File: src/rtl/rgb_mixer_pkg.sv
// rgb_mixer_pkg
// Shared definitions for the N-channel RGB mixer datapath.
//   - Default parameter values used by rgb_mixer_n and rgb_mixer_channel.
//   - Direction encoding produced by the quadrature decoder.
//   - decodeDir(): one-step x2 quadrature decode from previous/current phases.
//   - RGB_LEVEL_SLICE: part-select of channel ch in a packed level bus of
//     w-bit fields, e.g. bus[`RGB_LEVEL_SLICE(i, WIDTH)].
`ifndef RGB_MIXER_PKG_SV
`define RGB_MIXER_PKG_SV

`define RGB_LEVEL_SLICE(ch, w) ((ch) * (w)) +: (w)

package rgb_mixer_pkg;

    localparam int DEF_NUM_CH   = 3;
    localparam int DEF_WIDTH    = 8;
    localparam int DEF_HIST_LEN = 8;
    localparam int DEF_DIV_BITS = 7;
    localparam int DEF_STEP     = 1;

    typedef enum logic [1:0] {
        DIR_NONE = 2'b00,
        DIR_UP   = 2'b01,
        DIR_DOWN = 2'b10
    } dir_e;

    // Only an A edge with B steady is a detent. Simultaneous A and B edges
    // are an impossible quadrature step (missed sample) and are dropped.
    function automatic dir_e decodeDir(input logic prevA, input logic prevB,
                                       input logic curA, input logic curB);
        dir_e dir;
        dir = DIR_NONE;
        if ((curA != prevA) && (curB == prevB)) begin
            dir = (curA != curB) ? DIR_UP : DIR_DOWN;
        end
        return dir;
    endfunction

endpackage

`endif

File: src/rtl/rgb_mixer_channel.sv
// rgb_mixer_channel
// One encoder-to-PWM channel: 2-flop synchroniser, history debounce,
// x2 quadrature decode, step-sized level register (saturate or wrap),
// per-period shadow level and registered PWM compare.
// Ports:
//   clk, reset_n    system clock, asynchronous active-low reset
//   tick_i          one-cycle enable that advances debounce/decode/PWM
//   wrap_i          tick on which the shared PWM counter rolls over to 0
//   pwmCntNext_i    shared PWM counter value after this tick's edge
//   encA_i, encB_i  raw asynchronous encoder phases
//   saturate_i      1 = clamp level, 0 = wrap modulo 2^WIDTH
//   level_o         live level register
//   pwm_o           registered PWM output
module rgb_mixer_channel
    import rgb_mixer_pkg::*;
#(
    parameter int WIDTH    = DEF_WIDTH,
    parameter int HIST_LEN = DEF_HIST_LEN,
    parameter int STEP     = DEF_STEP
) (
    input  logic             clk,
    input  logic             reset_n,
    input  logic             tick_i,
    input  logic             wrap_i,
    input  logic [WIDTH-1:0] pwmCntNext_i,
    input  logic             encA_i,
    input  logic             encB_i,
    input  logic             saturate_i,
    output logic [WIDTH-1:0] level_o,
    output logic             pwm_o
);

    localparam logic [WIDTH:0] STEP_EXT = (WIDTH + 1)'(STEP);

    logic [1:0]          syncA_q, syncB_q;
    logic [HIST_LEN-1:0] histA_q, histA_d;
    logic [HIST_LEN-1:0] histB_q, histB_d;
    logic                dbA_q, dbA_d, dbB_q, dbB_d;
    logic                prevA_q, prevA_d, prevB_q, prevB_d;
    logic [WIDTH-1:0]    level_q, level_d;
    logic [WIDTH-1:0]    shadow_q, shadow_d;
    logic                pwm_q, pwm_d;
    logic [WIDTH:0]      upSum, dnDiff;
    dir_e                dir;

    // Synchronisers run on every clk so the tick only sees settled values.
    always_ff @(posedge clk or negedge reset_n) begin
        if (!reset_n) begin
            syncA_q <= '0;
            syncB_q <= '0;
        end else begin
            syncA_q <= {syncA_q[0], encA_i};
            syncB_q <= {syncB_q[0], encB_i};
        end
    end

    // Decode compares the debounced values already registered against prev,
    // so a detent reaches the level one tick after db changes.
    // Shadow captures the pre-update level on the wrap tick, and the PWM
    // compare uses the counter/shadow values that hold after this edge.
    always_comb begin
        histA_d  = histA_q;
        histB_d  = histB_q;
        dbA_d    = dbA_q;
        dbB_d    = dbB_q;
        prevA_d  = prevA_q;
        prevB_d  = prevB_q;
        level_d  = level_q;
        shadow_d = shadow_q;
        pwm_d    = pwm_q;
        dir      = DIR_NONE;
        upSum    = {1'b0, level_q} + STEP_EXT;
        dnDiff   = {1'b0, level_q} - STEP_EXT;
        if (tick_i) begin
            histA_d = {histA_q[HIST_LEN-2:0], syncA_q[1]};
            histB_d = {histB_q[HIST_LEN-2:0], syncB_q[1]};
            if (&histA_d) begin
                dbA_d = 1'b1;
            end else if (~|histA_d) begin
                dbA_d = 1'b0;
            end
            if (&histB_d) begin
                dbB_d = 1'b1;
            end else if (~|histB_d) begin
                dbB_d = 1'b0;
            end
            dir     = decodeDir(prevA_q, prevB_q, dbA_q, dbB_q);
            prevA_d = dbA_q;
            prevB_d = dbB_q;
            // Bit WIDTH of the extended sum/difference flags carry/borrow.
            case (dir)
                DIR_UP:   level_d = (upSum[WIDTH] && saturate_i) ? '1 : upSum[WIDTH-1:0];
                DIR_DOWN: level_d = (dnDiff[WIDTH] && saturate_i) ? '0 : dnDiff[WIDTH-1:0];
                default:  level_d = level_q;
            endcase
            if (wrap_i) begin
                shadow_d = level_q;
            end
            pwm_d = (pwmCntNext_i < shadow_d);
        end
    end

    always_ff @(posedge clk or negedge reset_n) begin
        if (!reset_n) begin
            histA_q  <= '0;
            histB_q  <= '0;
            dbA_q    <= 1'b0;
            dbB_q    <= 1'b0;
            prevA_q  <= 1'b0;
            prevB_q  <= 1'b0;
            level_q  <= '0;
            shadow_q <= '0;
            pwm_q    <= 1'b0;
        end else begin
            histA_q  <= histA_d;
            histB_q  <= histB_d;
            dbA_q    <= dbA_d;
            dbB_q    <= dbB_d;
            prevA_q  <= prevA_d;
            prevB_q  <= prevB_d;
            level_q  <= level_d;
            shadow_q <= shadow_d;
            pwm_q    <= pwm_d;
        end
    end

    assign level_o = level_q;
    assign pwm_o   = pwm_q;

endmodule

File: src/rtl/rgb_mixer_n.sv
// rgb_mixer_n
// Top of the N-channel mixer datapath. Owns the tick divider and the PWM
// counter shared by all channels, and instantiates NUM_CH channels.
// Ports:
//   clk        system clock
//   reset_n    asynchronous active-low reset
//   enc_a      encoder A phases, bit i = channel i (asynchronous)
//   enc_b      encoder B phases, bit i = channel i (asynchronous)
//   saturate   1 = clamp levels, 0 = wrap modulo 2^WIDTH
//   pwm_out    PWM outputs, bit i = channel i
//   level_out  live levels, channel i at [i*WIDTH +: WIDTH]
module rgb_mixer_n
    import rgb_mixer_pkg::*;
#(
    parameter int NUM_CH   = DEF_NUM_CH,
    parameter int WIDTH    = DEF_WIDTH,
    parameter int HIST_LEN = DEF_HIST_LEN,
    parameter int DIV_BITS = DEF_DIV_BITS,
    parameter int STEP     = DEF_STEP
) (
    input  logic                    clk,
    input  logic                    reset_n,
    input  logic [NUM_CH-1:0]       enc_a,
    input  logic [NUM_CH-1:0]       enc_b,
    input  logic                    saturate,
    output logic [NUM_CH-1:0]       pwm_out,
    output logic [NUM_CH*WIDTH-1:0] level_out
);

    logic [DIV_BITS-1:0] divCnt_q;
    logic [WIDTH-1:0]    pwmCnt_q, pwmCnt_d;
    logic                tick;
    logic                wrap;

    // Tick is the all-ones state of the free-running divider; wrap marks
    // the tick on which the PWM counter rolls over to start a new period.
    assign tick     = &divCnt_q;
    assign wrap     = tick && (&pwmCnt_q);
    assign pwmCnt_d = tick ? (pwmCnt_q + 1'b1) : pwmCnt_q;

    always_ff @(posedge clk or negedge reset_n) begin
        if (!reset_n) begin
            divCnt_q <= '0;
            pwmCnt_q <= '0;
        end else begin
            divCnt_q <= divCnt_q + 1'b1;
            pwmCnt_q <= pwmCnt_d;
        end
    end

    // Channels receive the post-edge counter so their registered compare
    // matches the counter value that holds after the tick.
    for (genvar g = 0; g < NUM_CH; g++) begin : gCh
        rgb_mixer_channel #(
            .WIDTH   (WIDTH),
            .HIST_LEN(HIST_LEN),
            .STEP    (STEP)
        ) uChannel (
            .clk         (clk),
            .reset_n     (reset_n),
            .tick_i      (tick),
            .wrap_i      (wrap),
            .pwmCntNext_i(pwmCnt_d),
            .encA_i      (enc_a[g]),
            .encB_i      (enc_b[g]),
            .saturate_i  (saturate),
            .level_o     (level_out[`RGB_LEVEL_SLICE(g, WIDTH)]),
            .pwm_o       (pwm_out[g])
        );
    end

endmodule
File: config.mk
export PLATFORM = sky130hd
export DESIGN_NAME = rgb_mixer_n
export DESIGN_NICKNAME = d
export VERILOG_FILES = /design/src/rtl/rgb_mixer_pkg.sv /design/src/rtl/rgb_mixer_channel.sv /design/src/rtl/rgb_mixer_n.sv
export SDC_FILE = /design/constraint.sdc
export NUM_CORES = 1
export LEC_CHECK = 0
export ABC_AREA = 1
export CAP_MARGIN = 20
export CELL_PAD_IN_SITES_DETAIL_PLACEMENT = 1
export CELL_PAD_IN_SITES_GLOBAL_PLACEMENT = 1
export CORE_MARGIN = 4
export CORE_UTILIZATION = 45
export DETAILED_ROUTE_END_ITERATION = 10
export GPL_ROUTABILITY_DRIVEN = 0
export PLACE_DENSITY = 0.89
export SYNTH_ARGS = -nofsm -noshare
export SYNTH_HDL_FRONTEND = slang
export SYNTH_SLANG_ARGS = --single-unit
File: constraint.sdc
create_clock -name clk -period 3.82 [get_ports clk]
set_input_delay 0.764 -clock clk [delete_from_list [all_inputs] [get_ports clk]]
set_output_delay 0.764 -clock clk [all_outputs]
set_load 0.1 [all_outputs]
## Yosys cells after proc, flatten, opt, wreduce, memory -nomap -nowiden

Index checks and enable logic that the tools add are counted.

- Bits in registers: 132
- Output and inout port bits: 27
- Input port bits: 9

- Mux-type cells: 37
- $lt $le $gt $ge: 3
- Equality and inequality tests: 21
- Reductions and logical operators: 36
- Add/sub/neg operators: 8

Operator list:

| operator | count |
|---|---|
| AND reduction 8 bit | 16 |
| two-way mux 8 bit | 13 |
| one-hot mux 8 bit (2 select lines) | 3 |
| OR reduction 8 bit | 6 |
| adder 8 x 1 -> 9 bit, second input constant | 3 |
| subtractor 8 x 1 -> 9 bit, second input constant | 3 |
| < comparator 8 bit | 3 |
| two-way mux 2 bit | 9 |
| two-way mux 1 bit | 12 |
| != test 2 x 1 -> 1 bit, second input constant | 6 |
| logical AND 1 bit | 10 |
| adder 8 x 1 -> 8 bit, second input constant | 1 |
| adder 7 x 1 -> 7 bit, second input constant | 1 |
| AND reduction 7 bit | 1 |
| equality test 2 x 1 -> 1 bit, second input constant | 3 |
| equality test 2 bit, second input constant | 3 |
| != test 1 bit | 6 |
| nonzero test 2 bit | 3 |
| equality test 1 bit | 3 |

## Logic depth before layout (Yosys ltp)

- Depth in word-level cells: 7
- Gate-level depth with buffers: 16

## By module

Synthesis repeated with hierarchy kept, for this count alone.

- Cell total of the unflattened synthesis: 969
- Area total of the unflattened synthesis: 7364.6 µm²

By module, submodules not included:

| module | instances | cells each | sequential area each (µm²) | area an instance (µm²) |
|---|---|---|---|---|
| rgb_mixer_channel | 3 | 298 | 975.9 | 2217.1 |
| rgb_mixer_n | 1 | 75 | 375.4 | 713.2 |

## Least setup slack after synthesis

OpenSTA, ideal clock, no wires.

- Kind: register to register
- From: reg divCnt_q[0]
- To: reg gCh[1].uChannel.pwm_q
- Period minus slack after synthesis: 2.376 ns
- Arrival time: 2.310 ns
- Slack: 1.444 ns
- Cell stages (with the launch flop): 14
- Required time: 3.754 ns
- Cell sequence: dfrtp_1 -> ha_1 -> nand3_2 -> nor2_4 -> buf_6 -> nand2_4 -> nor2_4 -> nand3_2 -> nor2_1 -> xor2_1 -> ha_1 -> a2111oi_1 -> nand2_1 -> nand2_1

- Elaborated cells between the ends (all ways): 6

RTL lines:

| element | line | text |
|---|---|---|
| start, declared | rgb_mixer_n.sv:30 | `logic [DIV_BITS-1:0] divCnt_q;` |
| start signal, assigned | rgb_mixer_n.sv:46 | `divCnt_q <= divCnt_q + 1'b1;` |
| AND reduction 7 bit | rgb_mixer_n.sv:37 | `assign tick = &divCnt_q;` |
| two-way mux 8 bit | rgb_mixer_n.sv:39 | `assign pwmCnt_d = tick ? (pwmCnt_q + 1'b1) : pwmCnt_q;` |
| named net gCh[0].uChannel.pwmCntNext_i[7] | rgb_mixer_channel.sv:25 | `input logic [WIDTH-1:0] pwmCntNext_i,` |
| < comparator 8 bit | rgb_mixer_channel.sv:99 | `pwm_d = (pwmCntNext_i < shadow_d);` |
| end signal, assigned | rgb_mixer_channel.sv:123 | `pwm_q <= pwm_d;` |
| end, declared | rgb_mixer_channel.sv:42 | `logic pwm_q, pwm_d;` |

The timed path passes the listed nets, and every way through them passes these cells. The select of a mux whose other input is x is not followed.
A chain may end at the register's enable or synchronous reset.

## Worst setup path in the final report

- From: reg divCnt_q[0]
- To: reg gCh[1].uChannel.pwm_q

- Cells in the longest elaborated chain, start to end: 5
- Elaborated cells between the ends (all ways): 6

Ends and longest elaborated chain:

| element | line | text |
|---|---|---|
| AND reduction 7 bit * | rgb_mixer_n.sv:37 |  |
| logical AND 1 bit | rgb_mixer_n.sv:38 | `assign wrap = tick && (&pwmCnt_q);` |
| two-way mux 8 bit | rgb_mixer_channel.sv:96 | `if (wrap_i) begin` |
| two-way mux 8 bit | rgb_mixer_channel.sv:74 | `if (tick_i) begin` |
| < comparator 8 bit | rgb_mixer_channel.sv:99 |  |

Every way passes the cells marked *; elsewhere a longest branch is shown, timed or not. The select of a mux whose other input is x is not followed.

==> results.py <==
metrics = {
    "global_routing": {
        "antenna_found_initial": 0,
        "grt_max_degree": 72,
        "grt_pass1_vias": 6186,
        "overflow": 0,
        "grt_pass1_wl_um": 30500,
        "grt_usage_pct": 22.9,
    },
    "critical_path": {
        "crit_path_end_kind": "flop",
        "worst-path-max-fanout": 42,
        "worstReg2RegStart": "divCnt_q[0]$_DFF_PN0_",
        "crit_arrival_ps": 3480,
        "required_ps": 4190,
        "cp-startpoint": "divCnt_q[0]$_DFF_PN0_",
        "cp-start-kind": "flop",
        "crit_type": "reg -> reg",
    },
    "synthesis": {
        "synth.largest_area_cell": "dfrtp_1",
        "ys_seq_area_share_pct": 48.5,
        "netlist_top_cells_area": "dfrtp_1, nand2_1, o21ai_0",
        "synth_compound_area_share_pct": 12.2,
        "ys_ff_latch": 132,
        "synth_cell_type_count": 41,
        "synth.cell_area_um2": 6810,
        "async_flop_share_pct": 100,
        "yosysWarningCount": 0,
        "synth_flop_cell": "dfrtp_1",
        "synth_edf_count": 0,
        "synth-simple-area-share_pct": 21.2,
        "synth_fa_ha_area_share_pct": 5.33,
        "yosysTopAreaCellShare_pct": 48.5,
        "synth.net_count": 839,
        "synth_mux_area_share_pct": 0,
        "synth_top_family_by_area": "simple AND/OR/NAND/NOR gates",
        "syn_avg_cell_area_um2": 8.50,
        "syn_inst": 801,
        "synth-xor-area-share_pct": 5.02,
    },
    "power": {
        "p_comb_share_pct": 1.4,
        "total_power_uw": 3120,
        "sequentialPowerShare_pct": 45.1,
        "power_frac_clock_pct": 53.4,
        "intPower_uw": 2430,
        "power_density_nw_per_um2": 394,
        "vdd_drop_max_v": 0.000277,
        "p_sw_uw": 693,
        "leakagePower_uw": 0.00399,
        "netSwitchingFraction_pct": 22.2,
    },
    "finish": {
        "syn_to_final_growth_pct": 16.2,
        "drive_above_1_share_pct": 9.18,
        "regArea_um2": 3300,
        "mostFrequentLayoutCells": "nand2_1, dfrtp_1, inv_1, o21ai_0",
        "diodes": 0,
        "final_util_pct": 53.8,
        "layout.cells.non_filler": 1034,
        "multi_input_area_um2": 2970,
        "fin_nets": 875,
        "fill_cells": 1717,
        "layout_commonest_cell": "nand2_1",
    },
    "cts": {
        "cts.sinks": 132,
        "htreeDepth": 4,
        "cts_resized": 0,
        "cts_buffers": 17,
        "cts-root-buf": "clkbuf_16",
        "insertion_delay_ps": 430,
        "cts_hold_buf": 0,
        "cts_max_path_buffers": 2,
        "clk_pin_slew_ps": 60,
        "post_cts_buffers": 0,
        "cts_tree": "built",
    },
    "route": {
        "first_pass_iters": 4,
        "wl_per_cell_um": 17.4,
        "drc": 0,
        "drt_wl_total_um": 18000,
        "viasPerCell": 5.45,
        "vias": 5637,
        "drtIter0Drc": 287,
        "postRouteAntennaNets": 0,
    },
    "sta": {
        "maxSlewViolCount": 0,
        "fin_crit_sh_pct": 81.4,
        "finClkSkew_ps": 7.85,
        "hold_viol": 0,
        "tightest_slew_ps": 974,
        "setup_violations": 0,
        "fin_crit_ps": 3110,
        "fmax_mhz": 322,
        "max-slew-margin-rel_pct": 34.9,
        "worst_slack_ps": 711,
        "rsz0062_at_grt": "no",
        "tns_ps": 0,
    },
    "die": {
        "io_pins": 36,
        "row_count": 44,
        "die_x_um": 131,
        "initial_core_util_pct": 46.3,
        "coreArea_um2": 14700,
        "die-area_um2": 17200,
        "die_h_um": 131,
    },
    "placement": {
        "place_inst": 1002,
        "dp_hpwl_um": 11700,
        "place_ws_ps": 880,
        "io_buffers": 35,
    },
    "min_path": {
        "min_path_type": "in -> async",
    },
    "status": {
        "run_status": "finished, final reports clean",
    },
    "job": {
        "cap_viol_max_count": 0,
    },
}
-- worst max-delay path, cell delays in order (launching register included) --
cell,delay (ps)
dfrtp_1,370
ha_1,210
nand3_2,130
nor2_4,250
nand3_2,150
inv_2,470
nand2_1,100
o21ai_0,140
inv_1,90
ha_1,290
a21oi_1,130
nor2_1,60
a2111oi_1,410
nand2_1,150
nand2_1,90
-- power by group through the flow --
stage                     registers (uW)  clock network, uW  logic [uW]
after floorplan                     1430                  0        5.16
after global placement              1430                  0        47.1
after detailed placement            1430                  0        47.4
after CTS                           1410               1690        48.0
after global routing                1410               1760        52.9
final                               1410               1670        45.0
-- sequential cells by signal (all words and copies together), names as in the netlist --
register,flops
gCh.uChannel.level_o,24
gCh.uChannel.shadow_q,24
gCh.uChannel.histA_q,21
gCh.uChannel.histB_q,21
pwmCnt_q,8
divCnt_q,7
gCh.uChannel.syncA_q,6
gCh.uChannel.syncB_q,6
gCh.uChannel.dbA_q,3
gCh.uChannel.dbB_q,3
gCh.uChannel.prevA_q,3
gCh.uChannel.prevB_q,3
gCh.uChannel.pwm_o,3
-- synthesized netlist by cell type, types with 5 or more instances --
cell type,instances
inv_2,13
ha_1,29
a21oi_1,23
a22oi_1,6
nor3_1,7
nand2_1,192
o21ai_1,9
nor4_1,13
a31oi_1,7
clkbuf_1,9
nand3_2,5
nor2_2,5
inv_1,98
xor2_1,32
o21ai_0,88
xnor2_1,7
dfrtp_1,132
nand4_1,15
nand3_1,25
nor2_1,34
buf_2,5
-- cell families (layout without fill, tap and decap cells) --
kind of cell / Yosys count / count (layout)
buffers and inverters: 134 / 183
flip-flops: 132 / 132
AND/OR/NAND/NOR: 317 / 317
AO/OA/AOI/OAI: 150 / 150
XOR/XNOR: 39 / 39
adder cells (fa/ha/maj): 29 / 29
-- through the flow --
| step | instance area (um2) | hold WS [ps] |
|---|---|---|
| after floorplan | 6810 | 331 |
| after detailed placement | 7320 | 338 |
| after global placement | 7320 | 331 |
| after CTS | 7910 | 333 |
| final | 7910 | 295 |
| after global routing | 7910 | 349 |
-- layout make-up --
cell class | instances | area share (%)
Sequential cell | 132 | 41.7
Tap cell | 184 | 2.91
Inverter | 113 | 5.36
Clock inverter | 12 | 1.61
Clock buffer | 20 | 5.90
Multi-Input combinational cell | 535 | 37.6
Timing Repair Buffer | 38 | 4.89
-- routing by layer --
metal / vias to the layer above / wire, um / track usage, % / part of all wire, %
li1: 2682 / - / - / -
met1: 2809 / 7700 / 27.2 / 43
met2: 107 / 9330 / 40.4 / 52
met3: 39 / 538 / 4.55 / 3.0
met4: 0 / 461 / 10.0 / 2.6
met5: - / 0 / 0 / 0
-- worst paths after layout --
kind | cells after the start | slack [ps] | endpoint
worst max register to register | 14 | 710 | gCh[1].uChannel.pwm_o$_DFFE_PN0N_
max in group asynchronous | 2 | 2720 | gCh[1].uChannel.syncA_q[1]$_DFF_PN0_
worst min-delay path | 1 | 290 | gCh[0].uChannel.level_o[5]$_DFFE_PN0P_
min in group clk | 0 | 350 | gCh[2].uChannel.syncA_q[1]$_DFF_PN0_
worst max-delay path | 14 | 710 | gCh[1].uChannel.pwm_o$_DFFE_PN0N_
worst min register to register | 0 | 350 | gCh[2].uChannel.syncA_q[1]$_DFF_PN0_
Note: power is estimated with default switching activity, not from simulation.
